`config.mk`:
```
export PLATFORM = sky130hd
export DESIGN_NAME = prog_freq_divider
export DESIGN_NICKNAME = d
export VERILOG_FILES = /design/src/rtl/freq_div_pkg.sv /design/src/rtl/div_mod_counter.sv /design/src/rtl/prog_freq_divider.sv
export SDC_FILE = /design/constraint.sdc
export NUM_CORES = 1
export LEC_CHECK = 0
export ABC_AREA = 1
export ABC_CLOCK_PERIOD_IN_PS = 6100
export BUFFER_PORTS_ARGS = -buffer_cell sky130_fd_sc_hd__buf_2
export CAP_MARGIN = 0
export CORE_AREA = 2 2 59 61
export CTS_CLUSTER_SIZE = 30
export DETAILED_ROUTE_END_ITERATION = 7
export DIE_AREA = 0 0 61 63
export GPL_TIMING_DRIVEN = 0
export PLACE_DENSITY = 0.91
export SYNTH_ARGS = -nofsm -noshare
export SYNTH_HDL_FRONTEND = slang
export SYNTH_SLANG_ARGS = --single-unit
```
`constraint.sdc`:
```
create_clock -name clk -period 6.1 [get_ports clk]
set_clock_uncertainty 0.2 [all_clocks]
set_input_delay 0.305 -clock clk [delete_from_list [all_inputs] [get_ports clk]]
set_output_delay 0.305 -clock clk [all_outputs]
set_load 0.01 [all_outputs]
```
`src/rtl/freq_div_pkg.sv`:
```
// Shared constants and helpers for the programmable frequency divider.
// Provides duty-mode encodings and the high-phase length function.
package freq_div_pkg;

    // Duty mode encodings
    localparam logic DUTY_HALF  = 1'b0;
    localparam logic DUTY_PULSE = 1'b1;

    // Working width of the helper function; callers cast to their WIDTH.
    localparam int FN_W = 32;

    // Number of cycles clk_out stays high in a period of n cycles.
    // Half mode rounds up, so odd n gives the extra cycle to the high phase.
    function automatic logic [FN_W-1:0] high_len(
        input logic [FN_W-1:0] n,
        input logic            duty
    );
        logic [FN_W-1:0] h;
        if (duty == DUTY_PULSE) begin
            h = FN_W'(1);
        end else begin
            h = (n >> 1) + {{(FN_W-1){1'b0}}, n[0]};
        end
        return h;
    endfunction

endpackage

```
`src/rtl/div_mod_counter.sv`:
```
// Modulo-N up counter with synchronous clear, count enable and terminal flag.
// Ports: clk, init (sync reset), clr, en, modulus -> cnt, last (cnt == modulus-1).
module div_mod_counter
    import freq_div_pkg::*;
#(
    parameter int WIDTH = 8
) (
    input  logic             clk,
    input  logic             init,
    input  logic             clr,
    input  logic             en,
    input  logic [WIDTH-1:0] modulus,
    output logic [WIDTH-1:0] cnt,
    output logic             last
);

    // Only meaningful while modulus != 0; the owner keeps en low otherwise.
    assign last = (cnt == (modulus - WIDTH'(1)));

    always_ff @(posedge clk) begin
        if (init || clr) begin
            cnt <= '0;
        end else if (en) begin
            if (last) begin
                cnt <= '0;
            end else begin
                cnt <= cnt + WIDTH'(1);
            end
        end
    end

endmodule

```
`src/rtl/prog_freq_divider.sv`:
```
// Runtime-programmable integer clock divider producing a clock-enable waveform
// and a period-start tick. Divisor/duty updates are shadowed and applied only
// at period boundaries, so a running waveform never glitches.
// Ports: clk, init (sync reset), en, div_load, div_val, duty_sel
//        -> clk_out, tick, div_active, pending.
module prog_freq_divider
    import freq_div_pkg::*;
#(
    parameter int   WIDTH        = 8,
    parameter int   DEFAULT_DIV  = 3,
    parameter logic DEFAULT_DUTY = 1'b0
) (
    input  logic             clk,
    input  logic             init,
    input  logic             en,
    input  logic             div_load,
    input  logic [WIDTH-1:0] div_val,
    input  logic             duty_sel,
    output logic             clk_out,
    output logic             tick,
    output logic [WIDTH-1:0] div_active,
    output logic             pending
);

    logic [WIDTH-1:0] act_div;
    logic             act_duty;
    logic [WIDTH-1:0] sh_div;
    logic             sh_duty;
    logic             idle;

    logic [WIDTH-1:0] cnt;
    logic             cnt_last;
    logic             cnt_clr;
    logic             cnt_en;

    logic             boundary;
    logic [WIDTH-1:0] nxt_div;
    logic             nxt_duty;
    logic [WIDTH-1:0] hi_len;
    logic [WIDTH-1:0] cnt_nx;

    // Leaving idle and wrapping the counter are both period starts.
    assign boundary = en && (idle || cnt_last);

    // Configuration for the period that starts on a boundary edge.
    // A load on that same edge takes priority over the shadow.
    always_comb begin
        nxt_div  = act_div;
        nxt_duty = act_duty;
        if (div_load) begin
            nxt_div  = div_val;
            nxt_duty = duty_sel;
        end else if (pending) begin
            nxt_div  = sh_div;
            nxt_duty = sh_duty;
        end
    end

    assign hi_len = WIDTH'(high_len(FN_W'(act_div), act_duty));

    // Only used on running edges where cnt < N-1, so it cannot overflow.
    assign cnt_nx = cnt + WIDTH'(1);

    // Counter is held at zero whenever idle or disabled; starting a period
    // from idle therefore begins at cnt = 0 without a separate load path.
    assign cnt_clr = !en || idle;
    assign cnt_en  = en && !idle;

    div_mod_counter #(
        .WIDTH (WIDTH)
    ) u_cnt (
        .clk     (clk),
        .init    (init),
        .clr     (cnt_clr),
        .en      (cnt_en),
        .modulus (act_div),
        .cnt     (cnt),
        .last    (cnt_last)
    );

    always_ff @(posedge clk) begin
        if (init) begin
            act_div  <= WIDTH'(DEFAULT_DIV);
            act_duty <= DEFAULT_DUTY;
            sh_div   <= WIDTH'(DEFAULT_DIV);
            sh_duty  <= DEFAULT_DUTY;
            pending  <= 1'b0;
            idle     <= 1'b1;
            clk_out  <= 1'b0;
            tick     <= 1'b0;
        end else if (boundary) begin
            act_div  <= nxt_div;
            act_duty <= nxt_duty;
            pending  <= 1'b0;
            if (div_load) begin
                sh_div  <= div_val;
                sh_duty <= duty_sel;
            end
            if (nxt_div == '0) begin
                idle    <= 1'b1;
                clk_out <= 1'b0;
                tick    <= 1'b0;
            end else begin
                idle    <= 1'b0;
                clk_out <= 1'b1;
                tick    <= 1'b1;
            end
        end else begin
            if (div_load) begin
                sh_div  <= div_val;
                sh_duty <= duty_sel;
                pending <= 1'b1;
            end
            if (!en) begin
                idle    <= 1'b1;
                clk_out <= 1'b0;
                tick    <= 1'b0;
            end else begin
                tick    <= 1'b0;
                clk_out <= (cnt_nx < hi_len);
            end
        end
    end

    assign div_active = act_div;

endmodule
```
* Word-level counts from Yosys, hierarchy flattened
Cells that the tools add are included.
Operators by class: add/sub/neg operators 3, magnitude comparators 1, eq/ne operators 2, mux-type cells 12, bitwise logic cells 1, reduce and logical (&&, ||, !) cells 12
Operators by type and width (count):
- 8-bit 2-to-1 mux | 4
- 7-bit by 1-bit adder with 8-bit output | 1
- 8-bit by 1-bit adder with 8-bit output, second input constant | 1
- 8-bit equality test | 1
- 8-bit zero test | 1
- 8-bit less-than comparator | 1
- 1-bit 2-to-1 mux | 8
- 8-bit by 1-bit subtractor with 8-bit output, second input constant | 1
- 2-bit OR reduction | 2
- 1-bit logical OR | 3
- 1-bit logical AND | 2
- 1-bit zero test | 2
- 2-bit by 1-bit != test with 1-bit output, second input constant | 1
- 2-bit AND reduction | 1
- 2-bit nonzero test | 1
- 1-bit NOT | 1
Word-level totals: register bits after elaboration 30, bits of input ports 13, word-level logic and storage cells 40

* Longest topological paths before layout
depth after elaboration 6, gate-level depth with buffers 15

* Cells and area by module
From an unflattened synthesis, not the netlist that was laid out.
Second synthesis, totals: cell total of the unflattened synthesis 299, area, all modules 2097.0 um^2
Modules (own cells, without submodules):
- prog_freq_divider | instances 1, cells each 187, area an instance 1406.3 um^2, sequential area each 440.4 um^2
- div_mod_counter | instances 1, cells each 112, area an instance 690.7 um^2, sequential area each 160.2 um^2

* Least setup slack after synthesis
OpenSTA, ideal clock, no wires.
path type reg2reg, start point register act_div[1], in the netlist div_active[1], end point register clk_out, arrival time 1.868 ns, data required time 5.842 ns, path slack 3.974 ns, stages on the path, launching flop included 13, path through dfxtp_1 > ha_1 > nand3_1 > nor2_1 > inv_1 > nor3_1 > nand3b_1 > ha_1 > a21o_1 > a31o_2 > nand2_1 > nand3_1 > nand2_1
On the way: cells in the longest elaborated chain, start to end 5
Ends and longest elaborated chain:
- start, declared | RTL line prog_freq_divider.sv:25 | logic [WIDTH-1:0] act_div;
- start signal, assigned | RTL line prog_freq_divider.sv:83 | act_div <= WIDTH'(DEFAULT_DIV);
- start signal, assigned | RTL line prog_freq_divider.sv:92 | act_div <= nxt_div;
- 7-bit by 1-bit adder with 8-bit output, or another cell as far along | RTL line freq_div_pkg.sv:22 | h = (n >> 1) + {{(FN_W-1){1'b0}}, n[0]};
- 8-bit 2-to-1 mux, or another cell as far along | RTL line freq_div_pkg.sv:19 | if (duty == DUTY_PULSE) begin
- 8-bit less-than comparator, or another cell as far along | RTL line prog_freq_divider.sv:120 | clk_out <= (cnt_nx < hi_len);
- 1-bit 2-to-1 mux, or another cell as far along | RTL line prog_freq_divider.sv:114 | if (!en) begin
- 1-bit 2-to-1 mux * | RTL line prog_freq_divider.sv:91 | end else if (boundary) begin
- end signal, assigned | RTL line prog_freq_divider.sv:120
- end, declared | RTL line prog_freq_divider.sv:19 | output logic clk_out,
Every way passes the cells marked *; elsewhere a longest branch is shown, timed or not. A chain may end at the register's enable or synchronous reset.

* Final worst setup path
start point register act_div[0], in the netlist div_active[0], end point register clk_out
Same word-level chain as after synthesis.

==> impl_metrics.env <==
export IMPL_synth_yosys_seq_area_share=0.3204
export IMPL_required_ns=6.20
export IMPL_synth_seq_cells=30
export IMPL_p_seq_frac=0.470
export IMPL_die_area_um2=3843
export IMPL_critPathLaunchType="flip-flop"
export IMPL_hold_class="in2reg"
export IMPL_die_h_um=63
export IMPL_period_share=0.3814
export IMPL_reg2reg_to="clk_out$_SDFF_PP0_"
export IMPL_core_area_um2=3232
export IMPL_hold_viol=0
export IMPL_worst_pin_slew_ns=0.6046
export IMPL_post_route_cell_area_um2=2136
export IMPL_netlist_area_leader_share=0.3204
export IMPL_fin_setup_tns_ns=0
export IMPL_gp_routability_congestion=0.8872
export IMPL_dpl_hpwl_um=3301
export IMPL_clk_pin_slew_worst_paths_ns=0.11
export IMPL_p_leak_nw=0.9862
export IMPL_first_iter_violations=93
export IMPL_cp_arrival_ns=2.43
export IMPL_clk_path_buf_depth=2
export IMPL_r2r_slack_ns=3.77
export IMPL_p_sw_mw=0.1536
export IMPL_swShare=0.3342
export IMPL_end_kind="flip-flop"
export IMPL_ff2ff_path_depth=12
export IMPL_drt_vias_per_instance=5.317
export IMPL_cts_made_buffers=5
export IMPL_cp_max_fo=5
export IMPL_drv_slew=0
export IMPL_final_cells=344
export IMPL_ios=24
export IMPL_setup_violations=0
export IMPL_synthCells=265
export IMPL_post_drt_wl_per_cell_um=12.50
export IMPL_synth_cell_types=32
export IMPL_antenna_cells=0
export IMPL_fmax_mhz=429.8
export IMPL_yosys_warnings=0
export IMPL_p_clk_frac=0.285
export IMPL_peakVddDrop_uv=180.0
export IMPL_r2r_start="div_active[0]$_SDFFE_PP1P_"
export IMPL_grtUsageTotal=0.2493
export IMPL_ys_async_sr_fraction=0
export IMPL_cts_max_level=2
export IMPL_period_needed_ns=2.327
export IMPL_grt_max_degree=11
export IMPL_io_buffers=22
export IMPL_grt_pass1_wl_um=7300
export IMPL_vias=1829
export IMPL_synthFlopType="dfxtp_1"
export IMPL_cts_tree="yes"
export IMPL_synth_common_cells="nand2_1 (62), dfxtp_1 (30), nor2_1 (30)"
export IMPL_fin_hold_ws_ns=0.02831
export IMPL_drive_above_1_share=0.1946
export IMPL_outcome="finished clean"
export IMPL_drtPass1Iterations=4
export IMPL_place_ws_ns=3.783
export IMPL_die_w_um=61
export IMPL_combPwrFrac=0.245
export IMPL_min_delay_path_depth=3
export IMPL_rsz0062_at_grt="no"
export IMPL_dp_cells=333
export IMPL_setup_ws_ns=3.773
export IMPL_yosys_area_top_type="dfxtp_1"
export IMPL_initial_core_util=0.5799
export IMPL_maxCapViolations=0
export IMPL_synthTopCellsByArea="dfxtp_1 (32%), nand2_1 (12%), nand3_1 (7.5%)"
export IMPL_synth_area_um2=1874
export IMPL_min_delay_start="div_val[2]"
export IMPL_routed_wl_um=4299
export IMPL_nets=321
export IMPL_placed_cell_area_um2=2042
export IMPL_row_count=21
export IMPL_path_class="reg2reg"
export IMPL_synth_most_common_cell="nand2_1"
export IMPL_syn_to_final_growth_pct=13.95
export IMPL_power_density_nw_per_um2=215.2
export IMPL_postRouteAntennaNets=0
export IMPL_first_global_vias=1771
export IMPL_clk_latency_ns=0.35
export IMPL_synth_nets=289
export IMPL_synth_edff_count=0
export IMPL_drc=0
export IMPL_synth_avg_cell_area_um2=7.073
export IMPL_antenna_found_initial=0
export IMPL_slew_headroom=0.5970
export IMPL_clock_root_buffer="clkbuf_4"
export IMPL_min_to="sh_div[2]$_SDFFE_PP0P_"
export IMPL_clock_sinks=30
export IMPL_intPower_mw=0.3060
export IMPL_overflow=0
## critical path: stages (launching register included)
cell and delay, ns:
dfxtp_1 0.44, ha_1 0.21, nand3_1 0.10, nor2_1 0.11, inv_1 0.07, nor3_1 0.22, nand3b_1 0.15, ha_1 0.24
a21o_1 0.16, a31o_2 0.21, nand2_1 0.05, nand3_1 0.06, nand2_1 0.05
## per-layer routing
layer  wire, um  track usage  up-vias
met5          0            0        -
met4        130       0.1087        0
met3        186      0.05383       14
met2       2117       0.4167       56
met1       1865       0.2973      818
li1           -            -      941
## sequential cells by signal, indices dropped and copies added (netlist names)
register	count
idle	1
pending	1
sh_div	8
act_duty	1
sh_duty	1
u_cnt.cnt	8
tick	1
clk_out	1
div_active	8
## placed cells by master, fill, tap and decap left out, drive strengths merged
cell type / n
nand2b: 1
a21oi: 17
clkinvlp: 1
clkbuf: 6
nand3: 34
nand2: 66
a21o: 1
o221ai: 8
inv: 31
and3: 1
nand3b: 1
xor2: 6
nor3: 3
clkinv: 3
o21ai: 6
xnor2: 2
dlygate4sd3: 3
ha: 11
nor2: 33
buf: 28
a31o: 1
mux2i: 1
nand4: 4
dfxtp: 30
## worst max-delay path by stage
stage / startpoint / endpoint / slack, ns / cells after the start
after floorplan: div_active[1]$_SDFFE_PP1P_ / clk_out$_SDFF_PP0_ / 3.97 / 12
after global placement: div_active[0]$_SDFFE_PP1P_ / idle$_SDFFE_PP1P_ / 3.83 / 15
after detailed placement: div_active[0]$_SDFFE_PP1P_ / clk_out$_SDFF_PP0_ / 3.78 / 12
after CTS: div_active[0]$_SDFFE_PP1P_ / clk_out$_SDFF_PP0_ / 3.76 / 12
after global routing: div_active[0]$_SDFFE_PP1P_ / act_duty$_SDFFE_PP0P_ / 3.52 / 15
final: div_active[0]$_SDFFE_PP1P_ / clk_out$_SDFF_PP0_ / 3.77 / 12
## final cells by class
class	count	area [um2]
plain buffers	6	47.55
clock buffers	6	51.30
clock inverters	2	12.51
fillers	292	1096
inverters	33	123.9
multi-input cells	196	1102
flip-flops and latches	30	600.6
well taps	46	57.56
repair buffers	25	140.1
## per-stage QoR
stage / power (mW) / util
final: 0.4596 / 0.6609
after global routing: 0.4864 / 0.6609
after CTS: 0.4596 / 0.6609
after detailed placement: 0.3294 / 0.6318
after global placement: 0.3255 / 0.6318
after floorplan: 0.3003 / -
## power by group through the flow
stage	clock network [mW]	logic (mW)	registers, mW
after global placement	0	0.106	0.220
after CTS	0.132	0.112	0.216
after global routing	0.143	0.126	0.217
after detailed placement	0	0.109	0.220
final	0.131	0.113	0.216
after floorplan	0	0.0790	0.221
## cell families after synthesis
kind of cell | synth area share
AO/OA/AOI/OAI | 0.1195
XOR/XNOR | 0.03738
adder cells (fa/ha/maj) | 0.07343
buffers and inverters | 0.09145
flip-flops | 0.3204
multiplexers | 0.005341
AND/OR/NAND/NOR | 0.3525
## what timing repair did
action,in CTS,in global routing
hold buffers,3,0
resized for setup,0,0
setup buffers,0,0
hold endpoints to repair,5,0
(Power assumes the default switching activity.)
